File: config.mk
export PLATFORM = sky130hd
export DESIGN_NAME = vram_write_scheduler_flat
export DESIGN_NICKNAME = d
export VERILOG_FILES = /design/src/rtl/vram_write_scheduler_if.sv /design/src/rtl/vram_write_scheduler.sv /design/src/flat_wrapper.sv
export SDC_FILE = /design/constraint.sdc
export NUM_CORES = 1
export LEC_CHECK = 0
export BUFFER_PORTS_ARGS = -buffer_cell sky130_fd_sc_hd__buf_2
export CORE_MARGIN = 2
export CORE_UTILIZATION = 50
export DETAILED_ROUTE_END_ITERATION = 8
export PLACE_DENSITY = 0.71
export SLEW_MARGIN = 20
export SYNTH_ARGS = -nofsm -noshare
export SYNTH_HDL_FRONTEND = slang
export SYNTH_SLANG_ARGS = --single-unit
File: constraint.sdc
create_clock -name clk -period 4.46 [get_ports clk]
set_input_delay 0.446 -clock clk [delete_from_list [all_inputs] [get_ports clk]]
set_output_delay 0.446 -clock clk [all_outputs]
set_load 0.02 [all_outputs]
File: src/rtl/vram_write_scheduler_if.sv
// CPU write bus into the scheduler and the deferred commit bus toward addr_decode.
interface vram_write_scheduler_if #(
    parameter int unsigned AW = 12,
    parameter int unsigned DW = 32
);
    logic [AW-1:0] address;
    logic [DW-1:0] write_data;
    logic          write;
    logic          chipselect;
    logic          commit_we;
    logic [AW-1:0] commit_addr;
    logic [DW-1:0] commit_data;

    modport master (
        output address, write_data, write, chipselect,
        input  commit_we, commit_addr, commit_data
    );

    modport slave (
        input  address, write_data, write, chipselect,
        output commit_we, commit_addr, commit_data
    );
endinterface

File: src/rtl/vram_write_scheduler.sv
// Queues CPU VRAM writes and replays them to addr_decode only during vblank.
// Define VBLANK_IRQ_EN to add the vblank interrupt and its clear register at address all-ones.
module vram_write_scheduler #(
    parameter int unsigned DEPTH = 16,
    parameter int unsigned AW    = 12,
    parameter int unsigned DW    = 32
) (
    input  logic                       clk,
    input  logic                       reset,
    vram_write_scheduler_if.slave      bus,
    input  logic                       vblank,
    output logic [$clog2(DEPTH+1)-1:0] pending,
    output logic                       overflow,
    output logic                       frame_done,
    output logic                       irq
);

    localparam int unsigned PW = $clog2(DEPTH);
    localparam int unsigned CW = $clog2(DEPTH + 1);

    typedef enum logic [1:0] {StIdle, StDrain, StDone} state_e;

    state_e        state_q, state_d;
    logic          vblank_q;
    logic          vb_rise, is_ctrl, push_req, push, pop, full;
    logic [CW-1:0] count_q, count_d;
    logic [PW-1:0] wr_ptr_q, rd_ptr_q;
    logic [AW-1:0] mem_addr [DEPTH];
    logic [DW-1:0] mem_data [DEPTH];
    logic          commit_we_q;
    logic [AW-1:0] commit_addr_q;
    logic [DW-1:0] commit_data_q;

`ifdef VBLANK_IRQ_EN
    assign is_ctrl = &bus.address;
`else
    assign is_ctrl = 1'b0;
`endif

    assign vb_rise  = vblank & ~vblank_q;
    assign push_req = bus.write & bus.chipselect & ~is_ctrl;
    assign full     = (count_q == CW'(DEPTH));
    // Gated by the live vblank level so nothing commits in the cycle vblank falls.
    assign pop      = (state_q == StDrain) & vblank & (count_q != '0);
    assign push     = push_req & (~full | pop);

    always_comb begin
        count_d = count_q;
        if (push && !pop) begin
            count_d = count_q + CW'(1);
        end else if (pop && !push) begin
            count_d = count_q - CW'(1);
        end
    end

    always_comb begin
        state_d = state_q;
        unique case (state_q)
            StIdle: begin
                if (vb_rise) state_d = StDrain;
            end
            StDrain: begin
                // A push into an empty queue keeps draining so it commits two cycles later.
                if (!vblank) state_d = StIdle;
                else if (count_q == '0 && !push) state_d = StDone;
            end
            StDone: begin
                if (!vblank) state_d = StIdle;
                else if (push) state_d = StDrain;
            end
            default: state_d = StIdle;
        endcase
    end

    always_ff @(posedge clk or posedge reset) begin
        if (reset) begin
            state_q       <= StIdle;
            vblank_q      <= 1'b0;
            count_q       <= '0;
            wr_ptr_q      <= '0;
            rd_ptr_q      <= '0;
            overflow      <= 1'b0;
            commit_we_q   <= 1'b0;
            commit_addr_q <= '0;
            commit_data_q <= '0;
        end else begin
            state_q     <= state_d;
            vblank_q    <= vblank;
            count_q     <= count_d;
            commit_we_q <= pop;
            if (push) wr_ptr_q <= wr_ptr_q + PW'(1);
            if (pop) begin
                rd_ptr_q      <= rd_ptr_q + PW'(1);
                commit_addr_q <= mem_addr[rd_ptr_q];
                commit_data_q <= mem_data[rd_ptr_q];
            end
            if (push_req && !push) overflow <= 1'b1;
        end
    end

    always_ff @(posedge clk) begin
        if (push) begin
            mem_addr[wr_ptr_q] <= bus.address;
            mem_data[wr_ptr_q] <= bus.write_data;
        end
    end

`ifdef VBLANK_IRQ_EN
    logic irq_q;

    // Set has priority over a coincident clear.
    always_ff @(posedge clk or posedge reset) begin
        if (reset) begin
            irq_q <= 1'b0;
        end else if (vb_rise) begin
            irq_q <= 1'b1;
        end else if (bus.write && bus.chipselect && is_ctrl) begin
            irq_q <= 1'b0;
        end
    end

    assign irq = irq_q;
`else
    assign irq = 1'b0;
`endif

    assign bus.commit_we   = commit_we_q;
    assign bus.commit_addr = commit_addr_q;
    assign bus.commit_data = commit_data_q;
    assign pending         = count_q;
    assign frame_done      = (state_q == StDone);

endmodule

File: src/flat_wrapper.sv
// flat-port wrapper written by rule: the top's interface ports become plain ports
module vram_write_scheduler_flat 
#(
    parameter int unsigned DEPTH = 16,
    parameter int unsigned AW    = 12,
    parameter int unsigned DW    = 32
)
  (clk, reset, vblank, pending, overflow, frame_done, irq, bus_address, bus_write_data, bus_write, bus_chipselect, bus_commit_we, bus_commit_addr, bus_commit_data);
  vram_write_scheduler_if #(.AW(AW), .DW(DW)) bus_i ();
  input  logic clk;
  input  logic reset;
  input  logic vblank;
  output logic [$clog2(DEPTH+1)-1:0] pending;
  output logic overflow;
  output logic frame_done;
  output logic irq;
  input wire logic [$bits(bus_i.address)-1:0] bus_address;
  input wire logic [$bits(bus_i.write_data)-1:0] bus_write_data;
  input wire logic [$bits(bus_i.write)-1:0] bus_write;
  input wire logic [$bits(bus_i.chipselect)-1:0] bus_chipselect;
  output wire logic [$bits(bus_i.commit_we)-1:0] bus_commit_we;
  output wire logic [$bits(bus_i.commit_addr)-1:0] bus_commit_addr;
  output wire logic [$bits(bus_i.commit_data)-1:0] bus_commit_data;
  assign bus_i.address = bus_address;
  assign bus_i.write_data = bus_write_data;
  assign bus_i.write = bus_write;
  assign bus_i.chipselect = bus_chipselect;
  assign bus_commit_we = bus_i.commit_we;
  assign bus_commit_addr = bus_i.commit_addr;
  assign bus_commit_data = bus_i.commit_data;
  vram_write_scheduler #(.DEPTH(DEPTH), .AW(AW), .DW(DW)) u_core (.clk(clk), .reset(reset), .bus(bus_i), .vblank(vblank), .pending(pending), .overflow(overflow), .frame_done(frame_done), .irq(irq));
endmodule
==> summary.txt <==
CTS
  • # clock sinks: 766
  • Hold buffer count at cts: 2
  • Worst-path clk slew: 60 ps
  • CTS tree: done
  • Skew-Pair Late Insertion Delay: 610 ps
  • Num CTS Buffers: 77
  • Setup Buffers After CTS: 0
  • # H-tree levels: 3
  • Root Buffer: clkbuf_16
  • Post-CTS Resized: 0
  • Clock Path Buffers: 3

Timing
  • Achievable Freq: 320 MHz
  • Final setup TNS: 0 ps
  • Fin. Hold Viols: 0
  • Slew Limit Fails: 0
  • Clk_skew: 23.1 ps
  • Final worst path period need: 3120 ps
  • Worst Tran Pin Value: 1060 ps
  • Tcrit/Tclk final: 70.0%
  • Rel. slew slack: 29.7%
  • Unrepaired setup endpoints after global routing: no
  • Count of final setup violators: 0

Min path
  • Hold crit path type: input port to flop
  • Hold Crit Depth: 3
  • Min-Delay Endpoint: u_core.overflow
  • HP Start: bus_chipselect

Critical path
  • CP Max Fanout: 21
  • CP required: 4750 ps
  • FF-to-FF End: u_core.mem_addr[15][2]
  • Endpoint class of the critical path: flop
  • WP data arrival: 3410 ps
  • Worst setup startpoint: u_core.pending[0]
  • Setup CP Type: flop to flop
  • Worst R2R Start: u_core.pending[0]
  • Worst R2R Path Depth: 5
  • CP Launch Type: flop
  • FF-to-FF setup slack: 1340 ps

Floorplan
  • Die Width: 246 µm
  • Die Area: 60,400 µm²
  • Initial core utilization: 50.6%
  • Core area: 57,800 µm²
  • Die Ht: 246 µm
  • IO Count: 102
  • Num rows: 88

Detailed routing
  • DRC violations left: 0
  • Routed WL: 63,900 µm
  • Vias/cell: 6.07
  • Vias: 14,500
  • Routed WL per cell: 26.8 µm
  • Initial DRT Pass Iterations: 7
  • Post-route ant nets: 0
  • DR iter-0 viols: 1,418

Logic synthesis
  • Cell taking the most area after synthesis: edfxtp_1
  • Count of cell types in the netlist: 42
  • Cell with the most instances after synthesis: edfxtp_1
  • Syn_nets: 1,478
  • Async S/R FF share, synth: 8.09%
  • Sequential area share after synthesis: 77.6%
  • EDFF count, synth: 704
  • Cells after Synth: 1,419
  • Largest cells by area after synthesis: edfxtp_1 72%, mux4_2 9.9%, dfrtp_1 5.3%
  • Syn Area/Cell: 20.6 µm²
  • Synth top area share: 72.3%
  • Top cells by count, synth: 704 x edfxtp_1, 128 x mux4_2, 97 x mux2i_1
  • Ys Warns: 0
  • Ys flop type: edfxtp_1
  • Post-Synthesis Cell Area: 29,200 µm²
  • Yosys reg bits: 766

Placed design
  • Inst Count DP: 2,237
  • Routability Congestion: 0.766
  • Buffers added on ports: 100
  • DP Area: 30,800 µm²
  • HPWL Detailed: 36,200 µm

Layout
  • Final instance area: 33,600 µm²
  • Growth of design area from synthesis to finish: 14.8%
  • Final Util: 58.1%
  • Finished Layout Cells: 2,385
  • Nets: 1,612
  • Share of cells above drive strength 1: 27.4%

Pwr
  • Overall Power: 20.8 mW
  • Lkg Pwr: 10.9 nW
  • Pwr/cell area: 620 nW/µm²
  • Peak supply drop: 0.000579 V

GRT
  • First-pass GRT wire length: 95,000 µm
  • Gr busiest metal: met2
  • Total global routing overflow: 0
  • Initial antenna violation count: 3
  • Vias in the first global route: 14,800
  • Largest net degree at the start of global routing: 88
  • Met3 usage in global routing: 3.82%
  • All-Layer GR Usage: 21.4%
  • GR Util met1: 29.9%
  • GR Layer Usage met2: 34.9%

Run status
  • Status: finished, final reports clean

Job
  • Max-cap violation count: 0
-- critical path: stages (launching register included) --
cell and delay (ps):
dfrtp_1 470, nor4_1 150, a31oi_2 550, nand2_1 420, nor2_4 780, buf_4 410
-- registers in the layout (all words and copies together) (netlist names) --
name and flops:
u_core.bus.commit_we 1, u_core.vblank_q 1, u_core.bus.commit_addr 12, u_core.bus.commit_data 32
u_core.pending 5, u_core.state_q 2, u_core.wr_ptr_q 4, u_core.mem_addr 192
u_core.overflow 1, u_core.mem_data 512, u_core.rd_ptr_q 4
-- layer usage --
| metal | share of wire [%] | routed length, µm |
|---|---|---|
| met1 | 41 | 26400 |
| met2 | 50 | 32000 |
| met3 | 6.5 | 4140 |
| met4 | 2.1 | 1320 |
| met5 | 0 | 0 |
-- cells by family (layout without fill, tap and decap cells) --
kind of cell | count (synthesis) | count (layout) | share of synthesized area [%]
compound gates | 147 | 147 | 3.44
xor+xnor | 10 | 10 | 0.300
fa+ha+maj | 10 | 10 | 0.454
buf+inv | 94 | 293 | 1.63
flops | 766 | 766 | 77.6
mux | 246 | 246 | 14.0
other cells | 1 | 3 | 0.0128
simple gates | 145 | 145 | 2.57
-- how the worst max path moves through the flow --
stage	end	cells past startpoint
6_report	u_core.mem_addr[15][2]	5
5_1_grt	u_core.pending[4]	9
4_1_cts	u_core.mem_data[15][30]	5
3_5_place_dp	u_core.mem_addr[15][2]	6
3_3_place_gp	u_core.mem_data[7][14]	6
2_1_floorplan	u_core.mem_addr[15][0]	4
-- layout make-up --
class	count	area, µm²
Fill cell	4108	24200
Antenna cell	2	5.00
Timing Repair Buffer	142	933
Clock inverter	41	564
Inverter	7	27.5
Tap cell	765	957
Sequential cell	766	22700
Clock buffer	103	2180
Multi-Input combinational cell	559	6210
-- layout by cell type (no fill, tap or decap), types with 13 or more instances in the layout --
master	netlist	layout
a211oi_1	24	24
a21oi_1	23	23
buf_2	33	100
buf_4	10	31
bufinv_16	0	13
clkbuf_1	27	14
clkbuf_16	0	80
clkinv_2	0	18
dfrtp_1	62	58
edfxtp_1	704	704
mux2_2	21	21
mux2i_1	97	97
mux4_2	128	128
nand2_1	15	15
nor2_1	38	26
nor2b_1	27	27
nor3_1	28	24
nor4_1	25	25
o221ai_1	24	24
o22ai_1	64	64
-- where the power goes --
group / switching (mW) / internal (mW) / total [mW]
sequential: 0.658 / 8.44 / 9.10
combinational: 2.67 / 2.18 / 4.84
clock: 2.67 / 4.21 / 6.88
-- per-stage QoR --
step / setup WS [ps] / hold slack (ps)
6_report: 1340 / 190
5_1_grt: 1140 / 204
4_1_cts: 1320 / 161
3_5_place_dp: 1280 / 467
3_3_place_gp: 1400 / 451
2_1_floorplan: 861 / 477
Power figures use the tool's default switching activity.
